<file path="src/rtl/imem_arbiter_pkg.sv">
// Shared definitions for the instruction-memory arbiter: FSM state and
// owner encodings, the default abort timeout and the cycle-counter width.
package imem_arbiter_pkg;

  typedef enum logic [1:0] {
    ARB_IDLE = 2'd0,
    ARB_BUSY = 2'd1,
    ARB_RESP = 2'd2
  } arb_state_t;

  typedef enum logic {
    OWN_F = 1'b0,
    OWN_L = 1'b1
  } owner_t;

  // Default number of BUSY cycles before an access is aborted (1..255)
  localparam int TMO_DEFAULT = 15;

  // Eight bits hold any legal timeout value
  localparam int CNT_W = 8;

endpackage

</file>
<file path="src/rtl/imem_arbiter_pick.sv">
// Combinational two-way grant between fetch and loader.
// With IMEM_ARB_RR_EN defined, a tie goes to the port that was not served
// last; otherwise fetch always wins a tie and no history input exists.
module arb_pick
  import imem_arbiter_pkg::*;
(
  input  logic   f_req,
  input  logic   l_req,
`ifdef IMEM_ARB_RR_EN
  input  owner_t last,
`endif
  output logic   grant,
  output owner_t owner
);

  // Pick the owner for the next access from the current requests
  always_comb begin
    grant = f_req | l_req;
    owner = OWN_F;
    if (f_req && l_req) begin
`ifdef IMEM_ARB_RR_EN
      owner = (last == OWN_F) ? OWN_L : OWN_F;
`else
      owner = OWN_F;
`endif
    end else if (l_req) begin
      owner = OWN_L;
    end
  end

endmodule

</file>
<file path="src/rtl/imem_arbiter.sv">
// Instruction-memory port arbiter and sequencer.
// Serialises fetch (read-only) and loader (read/write) accesses onto one
// req/ack memory port, returns data with a one-cycle valid pulse and aborts
// accesses that see no ack within TMO cycles.
// Optional feature: define IMEM_ARB_RR_EN for round-robin tie breaking;
// the default build uses fixed fetch priority.
module imem_arbiter
  import imem_arbiter_pkg::*;
#(
  parameter int AW  = 10,
  parameter int TMO = TMO_DEFAULT
) (
  input  logic          clk,
  input  logic          rst,
  input  logic          f_req,
  input  logic [AW-1:0] f_addr,
  output logic [31:0]   f_rdata,
  output logic          f_rvalid,
  output logic          f_stall,
  input  logic          l_req,
  input  logic          l_we,
  input  logic [AW-1:0] l_addr,
  input  logic [31:0]   l_wdata,
  output logic [31:0]   l_rdata,
  output logic          l_rvalid,
  output logic          mem_req,
  output logic          mem_we,
  output logic [AW-1:0] mem_addr,
  output logic [31:0]   mem_wdata,
  input  logic [31:0]   mem_rdata,
  input  logic          mem_ack,
  output logic          err
);

  localparam logic [CNT_W-1:0] TMO_C = CNT_W'(TMO);

  arb_state_t       state_q;
  arb_state_t       state_d;
  owner_t           owner_q;
  owner_t           pick_owner;
  logic             pick_grant;
  logic [CNT_W-1:0] cnt_q;
  logic             timeout;
  logic [31:0]      resp_data;

`ifdef IMEM_ARB_RR_EN
  owner_t           last_q;
`endif

  // The counter starts at 1 in the first BUSY cycle, so reaching TMO means
  // mem_req has been high for exactly TMO cycles
  assign timeout   = (cnt_q == TMO_C);

  // Writes and aborted accesses return zero to the requester
  assign resp_data = (mem_ack && !mem_we) ? mem_rdata : 32'd0;

  // Fetch holds its PC until its own response pulse arrives
  assign f_stall   = f_req & ~f_rvalid;

  arb_pick u_pick (
    .f_req (f_req),
    .l_req (l_req),
`ifdef IMEM_ARB_RR_EN
    .last  (last_q),
`endif
    .grant (pick_grant),
    .owner (pick_owner)
  );

  // Next-state logic; an ack in the timeout cycle still completes normally
  always_comb begin
    state_d = state_q;
    unique case (state_q)
      ARB_IDLE: if (pick_grant) state_d = ARB_BUSY;
      ARB_BUSY: if (mem_ack || timeout) state_d = ARB_RESP;
      ARB_RESP: state_d = ARB_IDLE;
      default:  state_d = ARB_IDLE;
    endcase
  end

  // State register; reset aborts any access in flight without a response
  always_ff @(posedge clk or posedge rst) begin
    if (rst) state_q <= ARB_IDLE;
    else     state_q <= state_d;
  end

  // Registered memory-side signals, timeout counter and response outputs
  always_ff @(posedge clk or posedge rst) begin
    if (rst) begin
      owner_q   <= OWN_F;
      cnt_q     <= '0;
      mem_req   <= 1'b0;
      mem_we    <= 1'b0;
      mem_addr  <= '0;
      mem_wdata <= '0;
      f_rdata   <= '0;
      f_rvalid  <= 1'b0;
      l_rdata   <= '0;
      l_rvalid  <= 1'b0;
      err       <= 1'b0;
    end else begin
      f_rvalid <= 1'b0;
      l_rvalid <= 1'b0;
      err      <= 1'b0;
      unique case (state_q)
        ARB_IDLE: begin
          if (pick_grant) begin
            owner_q   <= pick_owner;
            cnt_q     <= CNT_W'(1);
            mem_req   <= 1'b1;
            mem_addr  <= (pick_owner == OWN_L) ? l_addr : f_addr;
            mem_we    <= (pick_owner == OWN_L) ? l_we : 1'b0;
            mem_wdata <= (pick_owner == OWN_L) ? l_wdata : 32'd0;
          end
        end
        ARB_BUSY: begin
          if (mem_ack || timeout) begin
            mem_req <= 1'b0;
            mem_we  <= 1'b0;
            err     <= ~mem_ack;
            if (owner_q == OWN_F) begin
              f_rvalid <= 1'b1;
              f_rdata  <= resp_data;
            end else begin
              l_rvalid <= 1'b1;
              l_rdata  <= resp_data;
            end
          end else begin
            cnt_q <= cnt_q + CNT_W'(1);
          end
        end
        default: begin
        end
      endcase
    end
  end

`ifdef IMEM_ARB_RR_EN
  // Remember who was served so the next tie goes to the other port
  always_ff @(posedge clk or posedge rst) begin
    if (rst)                       last_q <= OWN_L;
    else if (state_q == ARB_RESP)  last_q <= owner_q;
  end
`endif

endmodule
</file>
<file path="config.mk">
export PLATFORM = sky130hd
export DESIGN_NAME = imem_arbiter
export DESIGN_NICKNAME = d
export VERILOG_FILES = /design/src/rtl/imem_arbiter_pkg.sv /design/src/rtl/imem_arbiter_pick.sv /design/src/rtl/imem_arbiter.sv
export SDC_FILE = /design/constraint.sdc
export NUM_CORES = 1
export LEC_CHECK = 0
export ABC_AREA = 0
export CAP_MARGIN = 20
export CORE_MARGIN = 2
export CORE_UTILIZATION = 38
export CTS_CLUSTER_SIZE = 20
export DETAILED_ROUTE_END_ITERATION = 8
export HOLD_SLACK_MARGIN = 0.03
export PLACE_DENSITY = 0.74
export SLEW_MARGIN = 40
export SYNTH_ARGS = -nofsm -noshare
export SYNTH_HDL_FRONTEND = slang
export SYNTH_SLANG_ARGS = --single-unit
</file>
<file path="constraint.sdc">
create_clock -name clk -period 4.2 [get_ports clk]
set_clock_uncertainty 0.2 [all_clocks]
set_input_delay 0.84 -clock clk [delete_from_list [all_inputs] [get_ports clk]]
set_output_delay 0.84 -clock clk [all_outputs]
set_load 0.05 [all_outputs]
</file>
Word level (Yosys, flattened, before mapping)
Cells that the tools add are included.
{"block": "totals", "register_bits": 122, "inputBits": 90, "output_inout_bits": 112, "elab_cells": 60}
{"block": "op_classes", "add_sub_neg": 1, "eq_ne": 5, "n_mux": 25, "bitwise_logic": 5, "n_reduce_logical": 12}
{"operator": "two-way mux 32 bit", "count": 2}
{"operator": "two-way mux 8 bit", "count": 2}
{"operator": "one-hot mux 8 bit (2 select lines)", "count": 1}
{"operator": "two-way mux 1 bit", "count": 14}
{"operator": "AND reduction 3 bit", "count": 4}
{"operator": "two-way mux 10 bit", "count": 1}
{"operator": "adder 8 x 1 -> 8 bit (second input constant)", "count": 1}
{"operator": "equality test 8 x 4 -> 1 bit (second input constant)", "count": 1}
{"operator": "inequality test 2 bit (second input constant)", "count": 3}
{"operator": "two-way mux 2 bit", "count": 2}
{"operator": "one-hot mux 1 bit (2 select lines)", "count": 2}
{"operator": "one-hot mux 2 bit (2 select lines)", "count": 1}
{"operator": "AND reduction 2 bit", "count": 2}
{"operator": "inverter 1 bit", "count": 3}
{"operator": "equality test 2 x 1 -> 1 bit (second input constant)", "count": 1}
{"operator": "logical AND 1 bit", "count": 2}
{"operator": "zero test 2 bit", "count": 1}
{"operator": "nonzero test 2 bit", "count": 1}
{"operator": "bitwise AND 1 bit", "count": 1}
{"operator": "zero test 1 bit", "count": 1}
{"operator": "logical OR 1 bit", "count": 1}
{"operator": "OR 1 bit", "count": 1}

Depth between registers and ports, before layout
{"block": "logic_depth", "depth_word": 5, "mapped_depth": 8, "ltp_nobuf": 5}

Modules after synthesis
From an unflattened synthesis, not the netlist that was laid out.
{"block": "unflattened", "hier_cells": 414, "area_unflattened_um2": 4857.2}
{"module": "imem_arbiter", "n_inst": 1, "cells_each": 412, "area_each_um2": 4844.6, "seq_area_each_um2": 3052.9}
{"module": "arb_pick", "n_inst": 1, "cells_each": 2, "area_each_um2": 12.5, "seq_area_each_um2": 0.0}

Worst setup path before layout
OpenSTA, ideal clock, no wires.
{"block": "synth_timing", "path_kind": "input port to output port", "start": "input f_req", "end": "output f_stall", "arrival_ns": 1.547, "required_ns": 3.160, "slack_ns": 1.613, "path_stages": 1, "n_path_buf": 0, "cell_sequence": "nor2b_1"}
{"block": "synth_via", "elab_chain_cells": 1}
{"element": "start: declaration", "line": "imem_arbiter.sv:15", "text": "input logic f_req,"}
{"element": "bitwise AND 1 bit", "line": "imem_arbiter.sv:58", "text": "assign f_stall = f_req & ~f_rvalid;"}
{"element": "end: declaration", "line": "imem_arbiter.sv:19", "text": "output logic f_stall,"}
Every way passes these cells.

Final worst setup path
Ends and elaborated chain as after synthesis.

==> summary.txt <==
Floorplanning
  – # IOs: about 200
  – Core ar.: 12,000 um^2
  – Full die area: 13,200 um^2
  – Row cnt: 40
  – Die H: 115 um
  – Die X-Extent: 115 um
  – Initial Util: approximately two fifths

Critical path
  – Top cell family by delay on the critical path: buffers and inverters
  – Critical Path Sink Type: primary output
  – R2r startpoint: cnt_q[0]
  – Crit path from: f_req
  – Crit path launch type: primary input
  – Critical Path AT: 2.42 ns
  – Most used cell, CP: clkdlybuf4s50_1
  – Largest stage delay, worst path: ~0.80 ns
  – CP Class: primary input to primary output
  – CP bufs+invs: 2
  – R2r setup slk: between 2 and 2.5 ns
  – Critical-path top delay cell: clkdlybuf4s50_1
  – Critical path, cell by cell: clkdlybuf4s50_1 > nor2b_1 > clkdlybuf4s50_1
  – R2R Path End: f_rdata[26]
  – Critical path depth: 3
  – Critical Path RT: about 3.2 ns
  – Worst reg2reg path depth: 6
  – Worst Setup EP: f_stall
  – Crit path max fanout: 4

STA
  – Period utilization: 82.3%
  – Final hold violations: 0
  – Least-Margin Pin Slew: 0.765 ns
  – Slew margin rel.: 49.0%
  – Final setup vio count: 0
  – Slew Limit Fails: 0
  – Setup ws final: 0.745 ns
  – RSZ-0062 raised after global routing: no
  – Tmin final: approximately 3.5 ns
  – Setup TNS: 0 ns
  – Fmax: between 200 and 300 MHz

Outcome
  – Status: completed

Final layout
  – # fillers: ~960
  – Inserted Diodes: 0
  – Synthesis-to-finish area growth: 58.9%
  – Share of post-route cells with drive strength above 1: 7.85%
  – Nets: 627
  – Post-Layout Cell Count: 695

Logic synthesis
  – Syn nets: 432
  – Synth warn: 0
  – Flops & latches, synth: 122
  – Synth Area in Compound Gates: 23.3%
  – Post-Synth Simple-Gate Area: 5.13%
  – Post-Synth Adder-Cell Area: 0.269%
  – XOR/XNOR share of the synthesized area: 0.188%
  – Synth Area per Inst: 13.7 um^2
  – Synth cell types: 34
  – Largest family of logic cells by synthesized area: compound AO/OA/AOI/OAI gates
  – Post-synthesis mux area share: approximately 2.4%
  – Cell area after synthesis: approximately 4700 um^2
  – Synth Instances: 341
  – Sequential element share of the synthesized area: 65.5%

Clocking
  – CTS tree: done
  – Quantity of gates resized following cts: 0
  – Hold_buf cts: 0
  – # Post-CTS Setup Buffers: 0
  – CTS Buf Count: 17
  – Clk root buf: clkbuf_16
  – Clock latency on the worst-skew pair: about 0.40 ns
  – Bufs on Longest Clock Path: 2
  – Sink Count: 122
  – CTS H-Tree Depth: 4
  – Reg clk slew, reported paths: 0.05 ns

Detailed routing
  – Initial DRC count: ~280
  – Vias/cell: 5.52
  – Final wirelength: 12.8 mm
  – Wire length per cell: approximately 18 um
  – Post-DRT Antenna Nets: 0
  – TritonRoute pass-1 iters: 4
  – Vias: around 3,800
  – DRC: 0

GRT
  – Gr usage total: 19.9%
  – First-pass GRT wire length: 20.3 mm
  – Vias in the first global route: 3,893
  – Initial antenna violation count: 0
  – Largest net degree at the start of global routing: around 120
  – Total grt overflow: 0

Placed design
  – Placement Setup Slack: 0.740 ns
  – Inst Count DP: 664
  – Detailed placer's ending HPWL: 8.57 mm
  – PortBufs: 201
  – Placer Congestion: 0.744

Worst hold path
  – Min-delay worst type: register to register

Power and ir drop
  – Leak pwr: roughly 3.2 nW
  – PwrDens: 961 nW/um^2
  – Worst VDD drop: 588 uV

Flow run
  – Max-cap violations: 0
==> per-layer routing <==
metal | track usage (%) | up-vias | routed length (um)
li1 | - | 1731 | -
met1 | 24.4 | 1961 | 5160
met2 | 33.4 | 121 | 6680
met3 | 5.29 | 21 | 633
met4 | 8.43 | 0 | 312
met5 | 0 | - | 0
==> stage by stage <==
step                utilization [%]  power [mW]  hold slack (ns)  instance area [um^2]
detailed placement             56.8        5.73            0.274                  6820
floorplan                         -        4.39            0.264                  4660
finish                         61.6        7.11            0.279                  7400
global route                   61.6        7.43            0.300                  7400
CTS                            61.6        7.18            0.286                  7400
global placement               56.8        5.67            0.262                  6820
==> worst reg2reg max path, delay by kind of cell, from the launching register on <==
family | cells | cell delay [ns]
and+or+nand+nor | 2 | 0.41
buffers and inverters | 1 | 0.36
adders and majority gates | 1 | 0.23
AOI/OAI and AO/OA | 2 | 0.50
DFF | 1 | 0.42
==> how the worst min path moves through the flow <==
stage | depth (start not counted) | startpoint | slack [ns] | end
after CTS | 2 | mem_addr[0] | 0.29 | mem_addr[0]
after detailed placement | 2 | mem_addr[3] | 0.27 | mem_addr[3]
after floorplan | 1 | owner_q | 0.26 | owner_q
final | 2 | mem_addr[0] | 0.28 | mem_addr[0]
after global routing | 1 | l_rdata[6] | 0.30 | l_rdata[6]
after global placement | 2 | mem_addr[2] | 0.26 | mem_addr[2]
==> registers in the layout, summed over array words and instances, names as in the netlist <==
name / count
mem_req: 1
mem_addr: 10
mem_wdata: 32
state_q: 2
mem_we: 1
f_rdata: 32
l_rdata: 32
err: 1
f_rvalid: 1
cnt_q: 8
l_rvalid: 1
owner_q: 1
==> power by group <==
group	switching [mW]	internal [mW]	total, mW
clock	0.474	0.941	1.42
sequential	0.297	1.68	1.98
combinational	2.43	1.29	3.72
total	3.20	3.91	7.11
==> Yosys cell counts <==
| cell | instances | share of area [%] |
|---|---|---|
| nand2b_1 | 3 | 0.40 |
| a32o_1 | 64 | 14 |
| a31o_2 | 1 | 0.19 |
| o31ai_1 | 2 | 0.32 |
| nand2_1 | 16 | 1.3 |
| mux2i_1 | 11 | 2.4 |
| or3_1 | 1 | 0.13 |
| nor3_1 | 2 | 0.21 |
| a21o_4 | 1 | 0.32 |
| and3_1 | 2 | 0.27 |
| or2b_1 | 1 | 0.16 |
| nor2b_1 | 3 | 0.40 |
| nor4_2 | 1 | 0.27 |
| a21oi_1 | 5 | 0.54 |
| buf_2 | 7 | 0.75 |
| inv_1 | 5 | 0.40 |
| and2_1 | 1 | 0.13 |
| xor2_1 | 1 | 0.19 |
| o21ai_1 | 1 | 0.11 |
| nand3_1 | 7 | 0.75 |
| o21a_1 | 1 | 0.16 |
| a22o_1 | 32 | 6.0 |
| o32ai_1 | 1 | 0.19 |
| or3b_4 | 1 | 0.24 |
| clkbuf_1 | 25 | 2.0 |
| or4_1 | 2 | 0.32 |
| nor2_1 | 5 | 0.40 |
| a21o_1 | 2 | 0.32 |
| o211ai_1 | 1 | 0.16 |
| buf_1 | 1 | 0.081 |
| dfrtp_1 | 122 | 66 |
| o21ai_0 | 11 | 1.2 |
| nand4_1 | 1 | 0.13 |
| ha_1 | 1 | 0.27 |
==> placed cells by master (no fill, tap or decap), types with 2 or more instances in the layout <==
cell type | netlist | final
nor2_1 | 5 | 4
clkinvlp_4 | 0 | 3
a22o_1 | 32 | 32
o21ai_0 | 11 | 11
a21o_1 | 2 | 2
bufinv_16 | 0 | 3
nor2b_1 | 3 | 2
a32o_1 | 64 | 64
nand3_1 | 7 | 7
clkbuf_1 | 25 | 5
clkdlybuf4s50_1 | 0 | 201
nand2_1 | 16 | 16
inv_1 | 5 | 4
buf_4 | 0 | 7
or4_1 | 2 | 2
mux2i_1 | 11 | 11
clkinv_2 | 0 | 3
and3_1 | 2 | 2
nand2b_1 | 3 | 3
dfrtp_1 | 122 | 122
clkbuf_16 | 0 | 17
a21oi_1 | 5 | 5
o31ai_1 | 2 | 2
==> cell type report <==
class                   instances  area (um^2)  area share [%]
clock inverters                 8          120            1.62
flip-flops and latches        122         3050            41.2
multi-input cells             181         1480            20.0
clock buffers                  23          458            6.19
well taps                     147          184            2.48
inverters                       5         22.5           0.304
repair buffers                209         2080            28.2
==> kinds of logic (layout without fill, tap and decap cells) <==
kind of cell             Yosys count  after routing
AO/OA/AOI/OAI                    122            122
XOR/XNOR                           1              1
adder cells (fa/ha/maj)            1              1
buffers and inverters             38            245
flip-flops                       122            122
multiplexers                      11             11
AND/OR/NAND/NOR                   46             46
Note: power is estimated with default switching activity, not from simulation.
